--- config.mk ---
export PLATFORM = sky130hd
export DESIGN_NAME = fetch_queue
export DESIGN_NICKNAME = d
export VERILOG_FILES = /design/src/rtl/cpu_pkg.sv /design/src/rtl/fq_fifo.sv /design/src/rtl/fetch_queue.sv
export SDC_FILE = /design/constraint.sdc
export NUM_CORES = 1
export LEC_CHECK = 0
export CORE_MARGIN = 4
export CORE_UTILIZATION = 35
export CTS_CLUSTER_SIZE = 12
export DETAILED_ROUTE_END_ITERATION = 10
export PLACE_DENSITY = 0.58
export SLEW_MARGIN = 0
export SYNTH_ARGS = -nofsm -noshare
export SYNTH_HDL_FRONTEND = slang
export SYNTH_HIERARCHICAL = 1
export SYNTH_SLANG_ARGS = --single-unit
--- constraint.sdc ---
create_clock -name clk_i -period 15.62 [get_ports clk_i]
set_input_delay 2.343 -clock clk_i [delete_from_list [all_inputs] [get_ports clk_i]]
set_output_delay 2.343 -clock clk_i [all_outputs]
set_load 0.03 [all_outputs]
--- src/rtl/cpu_pkg.sv ---
// Shared CPU definitions: default datapath widths, the NOP encoding and the
// fetch-queue entry layout.
package cpu_pkg;

  localparam int unsigned DEF_ADDR_W = 32;
  localparam int unsigned DEF_INST_W = 32;

  localparam logic [DEF_INST_W-1:0] INST_NOP = '0;

  typedef struct packed {
    logic [DEF_INST_W-1:0] inst;
    logic [DEF_ADDR_W-1:0] pc4;
  } fq_entry_t;

endpackage

--- src/rtl/fq_fifo.sv ---
// Synchronous FIFO with push, pop, flush and occupancy count.
// Read data is forced to zero while the FIFO is empty.
module fq_fifo #(
  parameter int unsigned WIDTH = 64,
  parameter int unsigned DEPTH = 4
) (
  input  logic                         clk_i,
  input  logic                         rst_i,
  input  logic                         push_i,
  input  logic                         pop_i,
  input  logic                         flush_i,
  input  logic [WIDTH-1:0]             wdata_i,
  output logic [WIDTH-1:0]             rdata_o,
  output logic [$clog2(DEPTH+1)-1:0]   count_o
);

  localparam int unsigned PTR_W = $clog2(DEPTH);
  localparam int unsigned CNT_W = $clog2(DEPTH+1);

  logic [PTR_W-1:0] rd_ptr_q, rd_ptr_d;
  logic [PTR_W-1:0] wr_ptr_q, wr_ptr_d;
  logic [CNT_W-1:0] count_q, count_d;
  logic [WIDTH-1:0] mem_q [DEPTH];
  logic             do_push, do_pop;

  // A push into a full FIFO is legal only alongside a pop: it reuses the
  // slot the head is leaving, whose data has already been read this cycle.
  assign do_pop  = pop_i & (count_q != '0);
  assign do_push = push_i & ((count_q != CNT_W'(DEPTH)) | do_pop);

  always_comb begin
    rd_ptr_d = rd_ptr_q;
    wr_ptr_d = wr_ptr_q;
    count_d  = count_q;
    if (flush_i) begin
      rd_ptr_d = '0;
      wr_ptr_d = '0;
      count_d  = '0;
    end else begin
      if (do_push) wr_ptr_d = wr_ptr_q + PTR_W'(1);
      if (do_pop)  rd_ptr_d = rd_ptr_q + PTR_W'(1);
      count_d = count_q + CNT_W'(do_push) - CNT_W'(do_pop);
    end
  end

  always_ff @(posedge clk_i) begin
    if (rst_i) begin
      rd_ptr_q <= '0;
      wr_ptr_q <= '0;
      count_q  <= '0;
    end else begin
      rd_ptr_q <= rd_ptr_d;
      wr_ptr_q <= wr_ptr_d;
      count_q  <= count_d;
    end
  end

  always_ff @(posedge clk_i) begin
    if (do_push && !flush_i) mem_q[wr_ptr_q] <= wdata_i;
  end

  assign rdata_o = (count_q != '0) ? mem_q[rd_ptr_q] : '0;
  assign count_o = count_q;

endmodule

--- src/rtl/fetch_queue.sv ---
// Instruction-fetch stage: PC generator feeding a prefetch queue toward ID.
// Replaces the PC register and IF/ID latch; redirects flush the queue.
module fetch_queue
  import cpu_pkg::*;
#(
  parameter int unsigned       ADDR_W   = DEF_ADDR_W,
  parameter int unsigned       INST_W   = DEF_INST_W,
  parameter int unsigned       DEPTH    = 4,
  parameter logic [ADDR_W-1:0] RESET_PC = '0
) (
  input  logic                       clk_i,
  input  logic                       rst_i,
  input  logic                       start_i,
  output logic                       imem_req_o,
  output logic [ADDR_W-1:0]          imem_addr_o,
  input  logic                       imem_ready_i,
  input  logic [INST_W-1:0]          imem_inst_i,
  output logic                       id_valid_o,
  output logic [INST_W-1:0]          id_inst_o,
  output logic [ADDR_W-1:0]          id_pc4_o,
  input  logic                       id_ready_i,
  input  logic                       redirect_i,
  input  logic [ADDR_W-1:0]          redirect_pc_i,
  output logic [$clog2(DEPTH+1)-1:0] count_o
);

  localparam int unsigned CNT_W = $clog2(DEPTH+1);
  localparam int unsigned ENT_W = INST_W + ADDR_W;

  logic [ADDR_W-1:0] pc_q, pc_d;
  logic [ADDR_W-1:0] pc4;
  logic              pop, push;
  logic [ENT_W-1:0]  head;

  assign pc4        = pc_q + ADDR_W'(4);
  assign id_valid_o = (count_o != '0);
  assign pop        = id_valid_o & id_ready_i;

  // Allow a request into a full queue when the head drains the same cycle.
  assign imem_req_o = start_i & ~rst_i & ~redirect_i &
                      ((count_o < CNT_W'(DEPTH)) | pop);
  assign push       = imem_req_o & imem_ready_i;

  always_comb begin
    pc_d = pc_q;
    if (redirect_i)  pc_d = redirect_pc_i;
    else if (push)   pc_d = pc4;
  end

  always_ff @(posedge clk_i) begin
    if (rst_i) pc_q <= RESET_PC;
    else       pc_q <= pc_d;
  end

  assign imem_addr_o = pc_q;

  fq_fifo #(
    .WIDTH (ENT_W),
    .DEPTH (DEPTH)
  ) u_fifo (
    .clk_i   (clk_i),
    .rst_i   (rst_i),
    .push_i  (push),
    .pop_i   (pop),
    .flush_i (redirect_i),
    .wdata_i ({imem_inst_i, pc4}),
    .rdata_o (head),
    .count_o (count_o)
  );

  assign {id_inst_o, id_pc4_o} = head;

endmodule

==> results of run 1 <==
[registers in the layout, indices dropped and copies added (netlist names), named ones only]
register and count:
u_fifo/wr_ptr_q 2, u_fifo/count_o 3, u_fifo/mem_q 256, u_fifo/rd_ptr_q 2, imem_addr_o 32
[Yosys cell counts (8+ instances only)]
| master | number | area share |
|---|---|---|
| sky130_fd_sc_hd__and2_1 | 9 | 0.0046 |
| sky130_fd_sc_hd__nand2_1 | 25 | 0.0076 |
| sky130_fd_sc_hd__edfxtp_1 | 256 | 0.62 |
| sky130_fd_sc_hd__nor3_1 | 17 | 0.0069 |
| sky130_fd_sc_hd__xnor2_1 | 23 | 0.016 |
| sky130_fd_sc_hd__nor2_1 | 30 | 0.0091 |
| sky130_fd_sc_hd__a21oi_1 | 13 | 0.0053 |
| sky130_fd_sc_hd__clkbuf_1 | 23 | 0.0070 |
| sky130_fd_sc_hd__nand3_1 | 15 | 0.0061 |
| sky130_fd_sc_hd__xor2_1 | 20 | 0.014 |
| sky130_fd_sc_hd__and2b_1 | 8 | 0.0049 |
| sky130_fd_sc_hd__buf_2 | 9 | 0.0036 |
| sky130_fd_sc_hd__nor2b_1 | 57 | 0.029 |
| sky130_fd_sc_hd__dfxtp_1 | 41 | 0.066 |
| sky130_fd_sc_hd__a211oi_1 | 9 | 0.0055 |
| sky130_fd_sc_hd__inv_1 | 12 | 0.0036 |
| sky130_fd_sc_hd__mux4_2 | 64 | 0.12 |
[worst min-delay path by stage]
stage                                  start            endpoint  slack, ns  depth (start not counted)
final                     u_fifo/rd_ptr_q[0]                flop       0.49                          2
after global routing      u_fifo/rd_ptr_q[0]                flop       0.52                          2
after CTS                 u_fifo/rd_ptr_q[0]                flop       0.49                          2
after detailed placement  u_fifo/rd_ptr_q[0]                flop       0.48                          2
after global placement    u_fifo/rd_ptr_q[0]  u_fifo/rd_ptr_q[0]       0.48                          2
after floorplan           u_fifo/rd_ptr_q[0]                flop       0.46                          2
[metrics by stage]
step,area (um^2),util,std cells,setup slack (ns),total power [mW]
global route,15500,0.446,1379,9.09,1.77
finish,15500,0.446,1379,9.16,1.70
detailed placement,14500,0.417,1320,9.14,0.984
global placement,14500,0.417,1320,9.16,0.984
CTS,15500,0.446,1379,9.14,1.72
floorplan,12400,-,729,6.83,0.936
[cell type report]
class	count	area, um^2	share of cell area
clock inverter	11	82.6	0.00533
multi-input combinational	373	3530	0.228
clock buffer	48	955	0.0616
timing repair buffer	183	1800	0.116
inverter	12	45.0	0.00291
sequential	297	8520	0.549
tap	455	569	0.0367
[worst reg2reg max path: cells and delay by family (launching register included)]
family	cells	cell delay, ns
adder cells (fa/ha/maj)	3	0.86
AND/OR/NAND/NOR	3	0.82
buffers and inverters	3	0.81
flip-flops	1	0.38
AO/OA/AOI/OAI	1	0.30
XOR/XNOR	2	0.31
[power groups by stage]
stage | Combinational (mW) | Clock (mW) | Sequential (mW)
after floorplan | 0.0326 | 0 | 0.903
after global placement | 0.0863 | 0 | 0.898
after detailed placement | 0.0867 | 0 | 0.898
after CTS | 0.0873 | 0.756 | 0.881
after global routing | 0.0927 | 0.793 | 0.882
final | 0.0863 | 0.734 | 0.881
[cells in the final DEF, fill, tap and decap left out, types with 8 or more instances in the layout]
cell type / instances
sky130_fd_sc_hd__clkbuf_1: 10
sky130_fd_sc_hd__a21oi_1: 13
sky130_fd_sc_hd__xnor2_1: 23
sky130_fd_sc_hd__buf_4: 13
sky130_fd_sc_hd__nor2_1: 30
sky130_fd_sc_hd__dfxtp_1: 39
sky130_fd_sc_hd__nand3_1: 15
sky130_fd_sc_hd__and2b_1: 8
sky130_fd_sc_hd__mux4_2: 64
sky130_fd_sc_hd__and2_1: 9
sky130_fd_sc_hd__edfxtp_1: 256
sky130_fd_sc_hd__xor2_1: 20
sky130_fd_sc_hd__nor3_1: 17
sky130_fd_sc_hd__inv_1: 12
sky130_fd_sc_hd__clkdlybuf4s50_1: 170
sky130_fd_sc_hd__clkbuf_16: 35
sky130_fd_sc_hd__a211oi_1: 9
sky130_fd_sc_hd__nor2b_1: 57
sky130_fd_sc_hd__nand2_1: 25
[cells by family after synthesis]
kind of cell / synth area share
xor+xnor: 0.0305
mux: 0.121
buf+inv: 0.0282
compound gates: 0.0331
flops: 0.688
fa+ha+maj: 0.00870
simple gates: 0.0898
[layer usage]
metal / vias to the layer above / GRT usage
li1: 3156 / -
met4: 0 / 0.0344
met2: 223 / 0.234
met3: 40 / 0.0347
met5: - / 0
met1: 3537 / 0.212
==> results_dict.tcl, run 1 <==
set metrics [dict create \
    wire_per_inst_um 21.0 \
    fillers 3102 \
    sequential_element_share_of_the_synthesized_area 0.688 \
    endpoint_of_the_worst_setup_timing_path "imem_req_o" \
    count_of_synthesis_stage_warnings_from_yosys 6 \
    synth_enable_flop_cells 256 \
    grt.total_usage 0.149 \
    final-hold-violation-count 0 \
    max_cap_viol_count 0 \
    sw_frac 0.206 \
    setup.reg_to_reg.worst_slack_ns 12.03 \
    die_area_um2 38400 \
    path_common_cell "sky130_fd_sc_hd__clkdlybuf4s50_1" \
    htreeDepth 2 \
    antenna_found_initial 0 \
    met2_length_um 13100 \
    internal_power_of_the_cells_mw 1.35 \
    fin_tns_setup_ns 0 \
    num_rows 68 \
    final_min_period_over_clock_period 0.414 \
    slew_violations 0 \
    grt_max_degree 65 \
    tritoncts_clock_tree "done" \
    buffer_type_at_the_clock_tree_root "sky130_fd_sc_hd__clkbuf_16" \
    critical_path.max_fanout 33 \
    layout_cells_sized_above_1 0.153 \
    cts-buffers-inserted 34 \
    fp.coreArea_um2 34700 \
    worst_setup_path_start_kind "input pin" \
    num_io_pins 171 \
    worstReg2RegEnd "u_fifo/count_o[2]" \
    worstSetupPathDepth 5 \
    post_synth_instance_area_um2 12400 \
    run_status "finished, final reports clean" \
    comb_power_share 0.051 \
    worst-endpoint-arrival_ns 4.12 \
    worstMarginPinSlew_ns 1.04 \
    hold-worst-slack_ns 0.492 \
    netlist_instances 729 \
    ys_seq_elements 297 \
    die_height_um 196 \
    p_seq_frac 0.518 \
    hold_path_class "flop to flop" \
    cts_resized 0 \
    worstSkewPairLatency_ns 0.50 \
    setup-violations-final 0 \
    period_minus_slack_ns 6.46 \
    synth.lib_cells_used.distinct 53 \
    critical_path.n_buffers_inverters 3 \
    yosys_most_used_dff "sky130_fd_sc_hd__edfxtp_1" \
    drcViolationCount 0 \
    n_antenna_cell 0 \
    effective_utilization_at_floorplan 0.356 \
    p_per_area_nw_per_um2 110 \
    first_global_vias 7328 \
    power.share.clock 0.431 \
    top_layer_used "met4" \
    crit_chain "clkdlybuf4s50_1 -> buf_4 -> nor2_1 -> and3_1 -> clkdlybuf4s50_1" \
    critical-path-top-delay-family "buffers and inverters" \
    die_w_um 196 \
    finish.net_count 979 \
    detailroute.via_count 6956 \
    cts_buffer_depth 3 \
    startpoint "redirect_i" \
    max-vdd-ir-drop_uv 63.7 \
    postCtsSetupRepairBufs 0 \
    cts.reportedPaths.clkPinSlew_ns 0.06 \
    numClockSinks 297 \
    dp_hpwl_um 18200 \
    timing.critical_path.slowest_stage_cell "sky130_fd_sc_hd__clkdlybuf4s50_1" \
    grt_remaining_overflow 0 \
    cp-end-kind "primary output" \
    ys_async_sr_fraction 0 \
    worstSetupPathType "input pin to primary output" \
    postSynthNetCount 807 \
    syn_avg_cell_area_um2 17.0 \
    worst_ep_required_time_ns 13.28 \
    area_growth_syn_to_layout_pct 25.4 \
    reg2reg_depth 12 \
    grt_pass1_wl_um 44200 \
    post_cts_hold_buffer_count 0 \
    gp_congestion 0.834 \
    drt-vias-per-instance 5.04 \
    met3_length_um 1790 \
    worst_relative_slew_slack 0.305 \
    fin_worst_skew_ns 0.0182 \
    first_pass_iters 5 \
    wl_um 29000 \
    achievable-frequency_ghz 0.155 \
    grt_setup_unrepaired "false" \
    critical_path.reg2reg.startpoint "u_fifo/count_o[2]" \
    total_switching_power_mw 0.351 \
    number_of_drc_markers_after_the_initial_detailed_route_iteration 436 \
    slowest_delay_ns 0.58 \
    port_buffers 170 \
    post_detailed_route_count_of_antenna_violating_nets 0 \
    leakage_nw 4.91 \
    met1Wirelength_um 13600 \
]
Note: power is estimated with default switching activity, not from simulation.
==> inputs of run 2 (changes only) <==
==> constraint.sdc (replaced) <==
create_clock -name clk_i -period 6 [get_ports clk_i]
set_input_delay 0.9 -clock clk_i [delete_from_list [all_inputs] [get_ports clk_i]]
set_output_delay 0.9 -clock clk_i [all_outputs]
set_load 0.03 [all_outputs]
==> run 2 against run 1 <==
Effect of this change: sequential power grew to 2.6 times the previous value; sequential share of layout area shrank 0.11 points; global-route usage hardly changed; die area is the same; combinational power increased to 2.6 times the previous value; first-iteration DRC count decreased by 11%; via count fell by 1.5%; critical path depth is 8 higher; worst hold slack better by 0.0046 ns; clock skew up 0.0030 ns.
==> results_dict.tcl, run 2 (synthesis gave the netlist of run 1 again) <==
set metrics [dict create \
    postCtsSetupRepairBufs 0 \
    crit_chain "clkdlybuf4s50_1 -> nor2_1 -> nand3_1 -> inv_1 -> o41ai_4 -> ha_1 -> inv_1 -> ha_1 -> inv_1 -> fa_1 -> xnor2_1 -> xnor2_1 -> nor3_1" \
    fin_tns_setup_ns 0 \
    grt_remaining_overflow 0 \
    n_antenna_cell 0 \
    first_global_vias 7258 \
    final_min_period_over_clock_period 0.713 \
    num_rows 68 \
    critical_path.n_buffers_inverters 4 \
    cts.reportedPaths.clkPinSlew_ns 0.06 \
    fin_worst_skew_ns 0.0212 \
    mostFrequentLayoutCells "256 x sky130_fd_sc_hd__edfxtp_1, 170 x sky130_fd_sc_hd__clkdlybuf4s50_1, 64 x sky130_fd_sc_hd__mux4_2" \
    finalWorstSetupSlack_ns 1.72 \
    die_area_um2 38400 \
    cts_resized 0 \
    max-vdd-ir-drop_uv 169 \
    die_w_um 196 \
    drt-vias-per-instance 4.96 \
    buffer_type_at_the_clock_tree_root "sky130_fd_sc_hd__clkbuf_16" \
    pre_cts_ws_ns 1.25 \
    number_of_drc_markers_after_the_initial_detailed_route_iteration 388 \
    gp_congestion 0.777 \
    final_util 0.447 \
    post_detailed_route_count_of_antenna_violating_nets 0 \
    numClockSinks 297 \
    max_cap_viol_count 0 \
    effective_utilization_at_floorplan 0.356 \
    mostFrequentLayoutCell "sky130_fd_sc_hd__edfxtp_1" \
    grt.total_usage 0.148 \
    critical_path.max_fanout 16 \
    slowest_delay_ns 0.76 \
    leakage_nw 4.93 \
    startpoint "redirect_i" \
    worst_ep_required_time_ns 6.36 \
    wl_um 28700 \
    final-hold-violation-count 0 \
    wire_per_inst_um 20.7 \
    setup.reg_to_reg.worst_slack_ns 2.26 \
    run_status "finished, final reports clean" \
    tritoncts_clock_tree "done" \
    dp_hpwl_um 18200 \
    path_common_cell "sky130_fd_sc_hd__inv_1" \
    endpoint_of_the_worst_setup_timing_path "u_fifo/count_o[2]" \
    grt_pass1_wl_um 44300 \
    die_height_um 196 \
    hold_path_class "flop to flop" \
    worst-endpoint-arrival_ns 4.65 \
    grt_setup_unrepaired "false" \
    worstReg2RegEnd "u_fifo/count_o[2]" \
    flip_flop_count_of_the_largest_register_all_copies_and_words_added 256 \
    p_per_area_nw_per_um2 288 \
    worstMarginPinSlew_ns 1.16 \
    grt_max_degree 65 \
    port_buffers 170 \
    cp-end-kind "flop" \
    fp.coreArea_um2 34700 \
    htreeDepth 2 \
    reg2reg_depth 12 \
    drcViolationCount 0 \
    antenna_found_initial 0 \
    setup-violations-final 0 \
    finish.net_count 980 \
    worstSkewPairLatency_ns 0.51 \
    cts_buffer_depth 3 \
    largest-register "u_fifo/mem_q" \
    worstSetupPathType "input pin to flop" \
    worst_setup_path_start_kind "input pin" \
    num_io_pins 171 \
    critical_path.reg2reg.startpoint "u_fifo/count_o[2]" \
    timing.critical_path.slowest_stage_cell "sky130_fd_sc_hd__inv_1" \
    first_pass_iters 4 \
    period_minus_slack_ns 4.28 \
    worstSetupPathDepth 13 \
    worst_relative_slew_slack 0.222 \
    area_growth_syn_to_layout_pct 25.6 \
    detailroute.via_count 6854 \
    slew_violations 0 \
    critical-path-top-delay-family "buffers and inverters" \
    cts-buffers-inserted 34 \
    post_cts_hold_buffer_count 0 \
    achievable-frequency_ghz 0.234 \
    layout_cells_sized_above_1 0.152 \
    hold-worst-slack_ns 0.496 \
]
[run 2: worst reg2reg max path: stages (launching register included)]
cell and delay [ns]:
sky130_fd_sc_hd__dfxtp_1 0.37, sky130_fd_sc_hd__nand2b_1 0.17, sky130_fd_sc_hd__nand3_1 0.64, sky130_fd_sc_hd__inv_1 0.77, sky130_fd_sc_hd__o41ai_4 0.30, sky130_fd_sc_hd__ha_1 0.35, sky130_fd_sc_hd__inv_1 0.06, sky130_fd_sc_hd__ha_1 0.13
sky130_fd_sc_hd__inv_1 0.05, sky130_fd_sc_hd__fa_1 0.38, sky130_fd_sc_hd__xnor2_1 0.18, sky130_fd_sc_hd__xnor2_1 0.14, sky130_fd_sc_hd__nor3_1 0.06
[run 2: how the worst min path moves through the flow]
| stage | from | to | slack [ns] | depth (start not counted) |
|---|---|---|---|---|
| final | u_fifo/rd_ptr_q[0] | flop | 0.50 | 2 |
| after CTS | u_fifo/rd_ptr_q[0] | flop | 0.49 | 2 |
| after floorplan | u_fifo/rd_ptr_q[0] | flop | 0.46 | 2 |
| after global placement | u_fifo/rd_ptr_q[0] | u_fifo/rd_ptr_q[0] | 0.48 | 2 |
| after global routing | u_fifo/rd_ptr_q[0] | flop | 0.52 | 2 |
| after detailed placement | u_fifo/rd_ptr_q[0] | flop | 0.48 | 2 |
[run 2: routing by layer]
| metal | track usage | up-vias | share of wire |
|---|---|---|---|
| met5 | 0 | - | 0 |
| met3 | 0.0309 | 35 | 0.062 |
| met4 | 0.0331 | 0 | 0.017 |
| met2 | 0.242 | 222 | 0.47 |
| li1 | - | 3163 | - |
| met1 | 0.207 | 3434 | 0.45 |
[run 2: area by class of cell]
class	count	area [um^2]
Clock buffer	43	906
Clock inverter	18	156
Fill cell	3084	19200
Inverter	12	45.0
Multi-Input combinational cell	373	3530
Sequential cell	297	8520
Tap cell	455	569
Timing Repair Buffer	184	1810
[run 2: per-stage QoR]
step	instances	power, mW	area (um^2)
after detailed placement	1321	2.56	14500
final	1382	4.47	15500
after CTS	1382	4.53	15500
after floorplan	729	2.44	12400
after global placement	1321	2.56	14500
after global routing	1382	4.64	15500
[run 2: power breakdown]
group | switching, mW | internal, mW | leakage, nW | total [mW]
Combinational | 0.123 | 0.102 | 1.74 | 0.225
Sequential | 0.0291 | 2.26 | 2.67 | 2.29
Clock | 0.791 | 1.16 | 0.519 | 1.95
